## src/rtl/prop_mon_pkg.sv

```systemverilog
// Shared types and helpers for the prop_monitor bounded-response checker.
package prop_mon_pkg;

  // Per-channel checker state: IDLE has no open obligation, WAIT has one.
  typedef enum logic [0:0] {
    IDLE = 1'b0,
    WAIT = 1'b1
  } ch_state_e;

  // Width of a delay counter able to hold 0..max_dly.
  function automatic int dly_width(input int max_dly);
    return $clog2(max_dly + 1);
  endfunction

  // Add two counts and clamp the result to the largest value of a w-bit counter.
  function automatic logic [63:0] sat_add(input logic [63:0] a,
                                          input logic [63:0] b,
                                          input int          w);
    logic [63:0] limit;
    logic [63:0] sum;
    limit = (w >= 64) ? {64{1'b1}} : ((64'd1 << w) - 64'd1);
    sum   = a + b;
    if (sum > limit) begin
      return limit;
    end else begin
      return sum;
    end
  endfunction

endpackage

```

## src/rtl/prop_mon_ch.sv

```systemverilog
// One checker channel for ante |-> ##[MIN_DLY:MAX_DLY] cons.
// pass/fail are same-cycle strobes for the completing posedge; the top
// registers them. busy is registered and high exactly while in WAIT.
module prop_mon_ch
  import prop_mon_pkg::*;
#(
  parameter int MIN_DLY = 1,
  parameter int MAX_DLY = 3
) (
  input  logic clk,
  input  logic rst,
  input  logic en,
  input  logic ante,
  input  logic cons,
  output logic busy,
  output logic pass,
  output logic fail
);

  localparam int DLY_W = dly_width(MAX_DLY);
  localparam logic [DLY_W:0] MIN_V = (DLY_W + 1)'(MIN_DLY);
  localparam logic [DLY_W:0] MAX_V = (DLY_W + 1)'(MAX_DLY);

  ch_state_e        state_r;
  logic [DLY_W-1:0] cnt_r;
  logic             busy_r;
  logic [DLY_W:0]   elapsed_s;
  logic             pass_s;
  logic             fail_s;

  // Evaluate the open obligation: cycles since trigger, pass and fail strobes.
  always_comb begin
    elapsed_s = {1'b0, cnt_r} + (DLY_W + 1)'(1);
    pass_s    = 1'b0;
    fail_s    = 1'b0;
    if (en && (state_r == WAIT)) begin
      if (cons && (elapsed_s >= MIN_V)) begin
        pass_s = 1'b1;
      end else if (elapsed_s == MAX_V) begin
        fail_s = 1'b1;
      end else begin
        pass_s = 1'b0;
      end
    end else begin
      fail_s = 1'b0;
    end
  end

  // Channel FSM; en=0 silently drops any open obligation.
  always_ff @(posedge clk) begin
    if (rst || !en) begin
      state_r <= IDLE;
      cnt_r   <= '0;
      busy_r  <= 1'b0;
    end else begin
      case (state_r)
        IDLE: begin
          if (ante) begin
            state_r <= WAIT;
            cnt_r   <= '0;
            busy_r  <= 1'b1;
          end
        end
        WAIT: begin
          if (pass_s || fail_s) begin
            // a trigger on the completing edge opens a fresh obligation
            state_r <= ante ? WAIT : IDLE;
            cnt_r   <= '0;
            busy_r  <= ante;
          end else begin
            cnt_r   <= cnt_r + DLY_W'(1);
          end
        end
        default: begin
          state_r <= IDLE;
          cnt_r   <= '0;
          busy_r  <= 1'b0;
        end
      endcase
    end
  end

  assign busy = busy_r;
  assign pass = pass_s;
  assign fail = fail_s;

endmodule

```

## src/rtl/prop_monitor.sv

```systemverilog
// NUM_CH independent bounded-response checkers with failure pulse, sticky
// flags and a saturating failure count. Optional coverage outputs
// (pass_pulse, pass_cnt) are built when PROP_MON_COVER_EN is defined.
module prop_monitor
  import prop_mon_pkg::*;
#(
  parameter int NUM_CH  = 2,
  parameter int MIN_DLY = 1,
  parameter int MAX_DLY = 3,
  parameter int CNT_W   = 8
) (
  input  logic              clk,
  input  logic              rst,
  input  logic              en,
  input  logic              clr,
  input  logic [NUM_CH-1:0] ante,
  input  logic [NUM_CH-1:0] cons,
  output logic [NUM_CH-1:0] busy,
  output logic [NUM_CH-1:0] err_pulse,
  output logic [NUM_CH-1:0] err_sticky,
  output logic [CNT_W-1:0]  err_cnt
`ifdef PROP_MON_COVER_EN
  ,
  output logic [NUM_CH-1:0] pass_pulse,
  output logic [CNT_W-1:0]  pass_cnt
`endif
);

  localparam int POP_W = $clog2(NUM_CH + 1);

  logic [NUM_CH-1:0] pass_s;
  logic [NUM_CH-1:0] fail_s;
  logic [POP_W-1:0]  fail_pop_s;
  logic [NUM_CH-1:0] err_pulse_r;
  logic [NUM_CH-1:0] err_sticky_r;
  logic [CNT_W-1:0]  err_cnt_r;

  for (genvar i = 0; i < NUM_CH; i++) begin : g_ch
    prop_mon_ch #(
      .MIN_DLY (MIN_DLY),
      .MAX_DLY (MAX_DLY)
    ) u_ch (
      .clk  (clk),
      .rst  (rst),
      .en   (en),
      .ante (ante[i]),
      .cons (cons[i]),
      .busy (busy[i]),
      .pass (pass_s[i]),
      .fail (fail_s[i])
    );
  end

  // Number of channels failing at this edge.
  always_comb begin
    fail_pop_s = '0;
    for (int i = 0; i < NUM_CH; i++) begin
      fail_pop_s = fail_pop_s + POP_W'(fail_s[i]);
    end
  end

  // Failure reporting; clr restarts sticky/count from this edge's failures.
  always_ff @(posedge clk) begin
    if (rst) begin
      err_pulse_r  <= '0;
      err_sticky_r <= '0;
      err_cnt_r    <= '0;
    end else begin
      err_pulse_r <= fail_s;
      if (clr) begin
        err_sticky_r <= fail_s;
        err_cnt_r    <= CNT_W'(fail_pop_s);
      end else begin
        err_sticky_r <= err_sticky_r | fail_s;
        err_cnt_r    <= CNT_W'(sat_add(64'(err_cnt_r), 64'(fail_pop_s), CNT_W));
      end
    end
  end

  assign err_pulse  = err_pulse_r;
  assign err_sticky = err_sticky_r;
  assign err_cnt    = err_cnt_r;

`ifdef PROP_MON_COVER_EN
  logic [POP_W-1:0]  pass_pop_s;
  logic [NUM_CH-1:0] pass_pulse_r;
  logic [CNT_W-1:0]  pass_cnt_r;

  // Number of channels passing at this edge.
  always_comb begin
    pass_pop_s = '0;
    for (int i = 0; i < NUM_CH; i++) begin
      pass_pop_s = pass_pop_s + POP_W'(pass_s[i]);
    end
  end

  // Pass coverage strobe and saturating pass count.
  always_ff @(posedge clk) begin
    if (rst) begin
      pass_pulse_r <= '0;
      pass_cnt_r   <= '0;
    end else begin
      pass_pulse_r <= pass_s;
      if (clr) begin
        pass_cnt_r <= CNT_W'(pass_pop_s);
      end else begin
        pass_cnt_r <= CNT_W'(sat_add(64'(pass_cnt_r), 64'(pass_pop_s), CNT_W));
      end
    end
  end

  assign pass_pulse = pass_pulse_r;
  assign pass_cnt   = pass_cnt_r;
`else
  // Pass strobes only feed the optional coverage logic.
  logic unused_pass_s;
  assign unused_pass_s = ^pass_s;
`endif

endmodule

```

## config.mk

```make
export PLATFORM = sky130hd
export DESIGN_NAME = prop_monitor
export DESIGN_NICKNAME = d
export VERILOG_FILES = /design/src/rtl/prop_mon_pkg.sv /design/src/rtl/prop_mon_ch.sv /design/src/rtl/prop_monitor.sv
export SDC_FILE = /design/constraint.sdc
export NUM_CORES = 1
export LEC_CHECK = 0
export CAP_MARGIN = 5
export CORE_ASPECT_RATIO = 0.6
export CORE_UTILIZATION = 44
export DETAILED_ROUTE_END_ITERATION = 7
export GPL_TIMING_DRIVEN = 0
export PLACE_DENSITY = 0.74
export SYNTH_ARGS = -nofsm -noshare
export SYNTH_HDL_FRONTEND = slang
export SYNTH_SLANG_ARGS = --single-unit
```

## constraint.sdc

```tcl
create_clock -name clk -period 2.25 [get_ports clk]
set_clock_uncertainty 0.05 [all_clocks]
set_input_delay 0.225 -clock clk [delete_from_list [all_inputs] [get_ports clk]]
set_output_delay 0.225 -clock clk [all_outputs]
set_load 0.05 [all_outputs]
```

==> flow_summary.toml, run 1 <==
[place]
place_congestion = 0.734
dp.cells = 157
placed_area_um2 = 1230
portBuffers = 21
hpwl_um = 1580

[routing]
top_layer_used = "met4"
wl_met2_um = 1200
drtIter0Drc = 36
met3WireLength_um = 112
vias = 943
first_pass_iters = 4
wl_met1_um = 1270
viasPerCell = 5.39
wl_um = 2610
drc = 0
ant_nets = 0
wl_per_cell_um = 14.9

[min_path]
hold_class = "in -> reg"
min_path_cells = 4

[clocking]
path_clk_slew_ns = 0.07
cts.sinks = 20
cts_tree = "done"
tritoncts.num_buffers = 3
cts_buffer_depth = 2
cts_max_level = 1
clkLatencyLatePin_ns = 0.26
cts-root-buf = "clkbuf_8"

[global_route]
grt_pass1_vias = 833
grt_max_degree = 12
globalRouteOverflowTotal = 0
grt_first_pass_wirelength_um = 3910
antenna_found_initial = 0
grt_usage_pct = 21.9

[run]
drv_cap = 0

[setup_path]
cp_data_required_time_ns = 2.34
critPathCaptureType = "flip-flop"
r2r_cells = 11
cp-endpoint = "err_cnt[5]$_SDFF_PP0_"
cp.arrival_ns = 2.26
path_class = "reg -> reg"
r2r-end = "err_cnt[5]$_SDFF_PP0_"
regToRegSetupSlack_ns = 0.08
cp_max_fo = 9
start_kind = "flip-flop"
reg2reg_from = "g_ch[0].u_ch.cnt_r[0]$_SDFFE_PP0P_"
crit_start = "g_ch[0].u_ch.cnt_r[0]$_SDFFE_PP0P_"

[timing]
clock.fmax_mhz = 461
setup-violations-final = 0
fin_crit_sh_pct = 96.3
relSlewSlack_pct = 65.7
report.final.slew_viol_count = 0
period_needed_ns = 2.17
hold_viol = 0
worst_pin_slew_ns = 0.512

[floorplan]
pin_count = 22
initial_core_util_pct = 49.8
die_x_um = 63.2
die_area_um2 = 2440
coreArea_um2 = 1980
die_h_um = 38.7
rows = 12

[synth]
async_flop_share_pct = 0
yosys_warnings = 0
syn_inst = 108
synth_edf_count = 0
ys_types = 29
synth.yosys.seq_area_share_pct = 40.6
synth_nets = 124
synth-seq-cells = 20
syn_area_um2 = 987
syn_area_per_cell_um2 = 9.14
synthFlopType = "dfxtp_1"

[power]
vdd_drop_max_uv = 471
p_leak_uw = 0.000562
power_per_cell_area_nw_per_um2 = 481
p_total_uw = 709

[layout]
design_area_um2 = 1470
fin_nets = 164
nFillCells = 152
final_common_cell = "clkdlybuf4s50_1"
finalNonFillerCells = 175
area_growth_syn_to_layout_pct = 49.3
drive_above_1_share_pct = 26.5
diodes = 0
layout_common_cells = "clkdlybuf4s50_1, dfxtp_1, buf_4"

[run_status]
status = "completed"
-- routing by layer --
metal  vias up  global-route usage (%)
met4         0                    5.23
met5         -                       0
met1       454                    29.0
met2        20                    35.2
met3         5                    6.47
li1        464                       -
-- through the flow --
step           hold WS [ns]  setup WS [ns]  utilization, %  TNS, ns
4_1_cts               0.423        0.00990            70.3        0
2_1_floorplan         0.244        0.00691               -        0
3_3_place_gp          0.410         -0.320            62.2    -1.79
3_5_place_dp          0.411         -0.370            62.2    -2.23
6_report              0.416         0.0831            74.4        0
5_1_grt               0.425        -0.0220            74.4  -0.0336
-- what timing repair did --
item / CTS / global route
pin swaps: 1 / 4
gates resized for setup: 7 / 13
endpoints found under the setup margin: 8 / 9
buffers inserted: 12 / 4
hold buffers: 0 / 0
-- how the worst min path moves through the flow --
stage | start | to | slack (ns)
2_1_floorplan | rst | err_sticky[0]$_SDFF_PP0_ | 0.24
3_3_place_gp | err_sticky[1]$_SDFF_PP0_ | err_sticky[1]$_SDFF_PP0_ | 0.41
3_5_place_dp | err_sticky[1]$_SDFF_PP0_ | err_sticky[1]$_SDFF_PP0_ | 0.41
4_1_cts | err_sticky[1]$_SDFF_PP0_ | err_sticky[1]$_SDFF_PP0_ | 0.42
5_1_grt | en | g_ch[0].u_ch.state_r$_SDFF_PP0_ | 0.42
6_report | en | g_ch[0].u_ch.state_r$_SDFF_PP0_ | 0.42
-- logic make-up after synthesis --
logic type | synth area share [%]
compound gates | 15.3
simple gates | 25.7
xor+xnor | 0.887
fa+ha+maj | 10.9
buf+inv | 6.59
flops | 40.6
-- sequential cells by signal, indices dropped and copies added, names as in the netlist --
signal and cells:
err_cnt 8, err_pulse 2, err_sticky 2, g_ch.u_ch.busy 2, g_ch.u_ch.cnt_r 4, g_ch.u_ch.state_r 2
-- report_power, final --
part           total, uW  leakage, uW  switching (uW)  internal (uW)
clock network        275    0.0000288             119            156
registers            366     0.000163            6.84            360
logic               67.7     0.000370            37.5           30.3
-- cells in the mapped netlist (2+ instances only) --
master,instances,share of area (%)
or3b_1,2,1.8
o21ai_0,3,1.5
a21oi_1,10,5.1
nand2b_1,3,1.9
nor3_1,4,2.0
buf_4,2,1.5
clkbuf_1,2,0.76
nand4b_1,2,1.8
inv_1,10,3.8
and3_2,2,1.5
nor2_1,12,4.6
ha_1,7,8.9
a221oi_1,2,1.8
dfxtp_1,20,41
a311oi_1,2,1.8
a31oi_1,7,4.4
nor3b_1,6,4.6
-- worst max-delay path, cell delays in order (launching register included) --
cell	delay [ns]
dfxtp_1	0.32
inv_2	0.09
ha_4	0.15
nand4b_1	0.14
inv_2	0.11
ha_4	0.21
ha_4	0.17
fa_2	0.33
buf_6	0.15
nand3_1	0.07
and4_1	0.21
nor3_2	0.05
-- cell type report --
class	instances	area (um2)	share of cell area, %
multi-input combinational	73	589	40.0
buffer	5	33.8	2.29
timing repair buffer	35	318	21.6
inverter	10	40.0	2.72
clock buffer	4	55.1	3.74
tap	28	35.0	2.38
sequential	20	403	27.3
(Power assumes the default switching activity.)
==> run 2, diff against run 1 <==
- CTS_CLUSTER_SIZE: unset -> 16
==> results of run 2 <==
Same layout as run 1: the final DEF is identical, and so are final timing and power.
==> run 3, diff against run 2 <==
- HOLD_SLACK_MARGIN: unset -> 0.1
==> results of run 3 <==
Same layout as run 1: the final DEF is identical, and so are final timing and power.
==> RTL edit, RTL diff (flow settings as in run 3) <==
Set the parameter `CNT_W` to 12 (it was 8).
--- a/src/rtl/prop_monitor.sv
+++ b/src/rtl/prop_monitor.sv
@@ -7,7 +7,7 @@
   parameter int NUM_CH  = 2,
   parameter int MIN_DLY = 1,
   parameter int MAX_DLY = 3,
-  parameter int CNT_W   = 8
+  parameter int CNT_W   = 12
 ) (
   input  logic              clk,
   input  logic              rst,
Ports: changed (resized err_cnt); port bits go from 22 to 26. No check against the original RTL was run, so the function may have changed too.
==> RTL edit against run 3 <==
- the flow now finishes with violations (negative setup slack)
- first-iteration DRC count grew 83%
- worst setup slack worse by 0.14 ns
- total power increased by 26%
- sequential power rose by 19%
- routed wire length increased by 31%
- sequential cell count rose by 4
- cell area up 17%
- die area increased by 21%
- fmax shrank 6.1%
- final cell count up 13%
- synthesized area up 22%
- largest power group unchanged
==> RTL edit: results (changes against run 3) <==
[drt]
wirelength_met1_mm = 1.671  ; +32%
vias_per_cell = 6.020  ; +12%
wl_met2_mm = 1.493  ; +25%

[min_path]
hp-start = err_sticky[1]$_SDFF_PP0_

[synthesis]
synth-seq-area-share = 0.3992  ; -0.006408
synthesis.nets = 147  ; +19%
synthTopCellsByCount = dfxtp_1 (24), nor2_1 (11), a31oi_1 (9)

[placement]
place.gp.congestion = 0.7724  ; +5.3%
dpl.hpwl_mm = 1.973  ; +25%
portBuffers = 25  ; +19%

[final_layout]
final-nonclk-buf-share = 0.1885  ; -0.05000
area_growth_pct = 43.35
clkCellAreaFrac = 0.04133  ; +0.003983
nClkBuffers = 3  ; -1
largest_reg_flops = 12  ; +4
seq_share = 0.2814  ; +0.008019

[clocking]
clk_pin_slew_ns = 0.09  ; +0.02 ns

[sta]
worst_slack_ns = -0.05648  ; -0.1396 ns
finalSetupViolCount = 4  ; +4

[outcome]
violations = negative setup slack
status = finished with violations

[setup_path]
endpoint = err_cnt[4]$_SDFF_PP0_
crit_fanout = 4  ; -5
slowest_delay_ns = 0.42  ; +0.09 ns

[global_routing]
grt_pass1_vias = 1094  ; +31%
grt_pass1_wl_mm = 5.016  ; +28%
met2_usage = 0.3398  ; -0.01234

==> RTL edit: worst reg2reg max path, delay by kind of cell, from the launching register on <==
kind | cells | cell delay, ns
AND/OR/NAND/NOR | 2 | 0.33
AO/OA/AOI/OAI | 1 | 0.09
XOR/XNOR | 1 | 0.17
buffers and inverters | 2 | 0.22
adder cells (fa/ha/maj) | 4 | 0.99
flip-flops | 1 | 0.35
==> RTL edit: metrics by stage <==
step | power, W | setup TNS (ns) | instances
4_1_cts | 0.0008914 | -0.003490 | 197
3_5_place_dp | 0.0005128 | -3.567 | 188
6_report | 0.0008948 | -0.1284 | 198
2_1_floorplan | 0.0004819 | 0 | 131
5_1_grt | 0.0009278 | -0.6975 | 198
3_3_place_gp | 0.0005109 | -3.316 | 188
==> RTL edit: timing repair <==
| action | CTS | global route |
|---|---|---|
| hold buffers | 0 | 0 |
| pin swaps | 5 | 4 |
| resized for setup | 14 | 7 |
| buffers inserted | 5 | 0 |
| setup endpoints to repair | 12 | 12 |
| cloned | 0 | 1 |
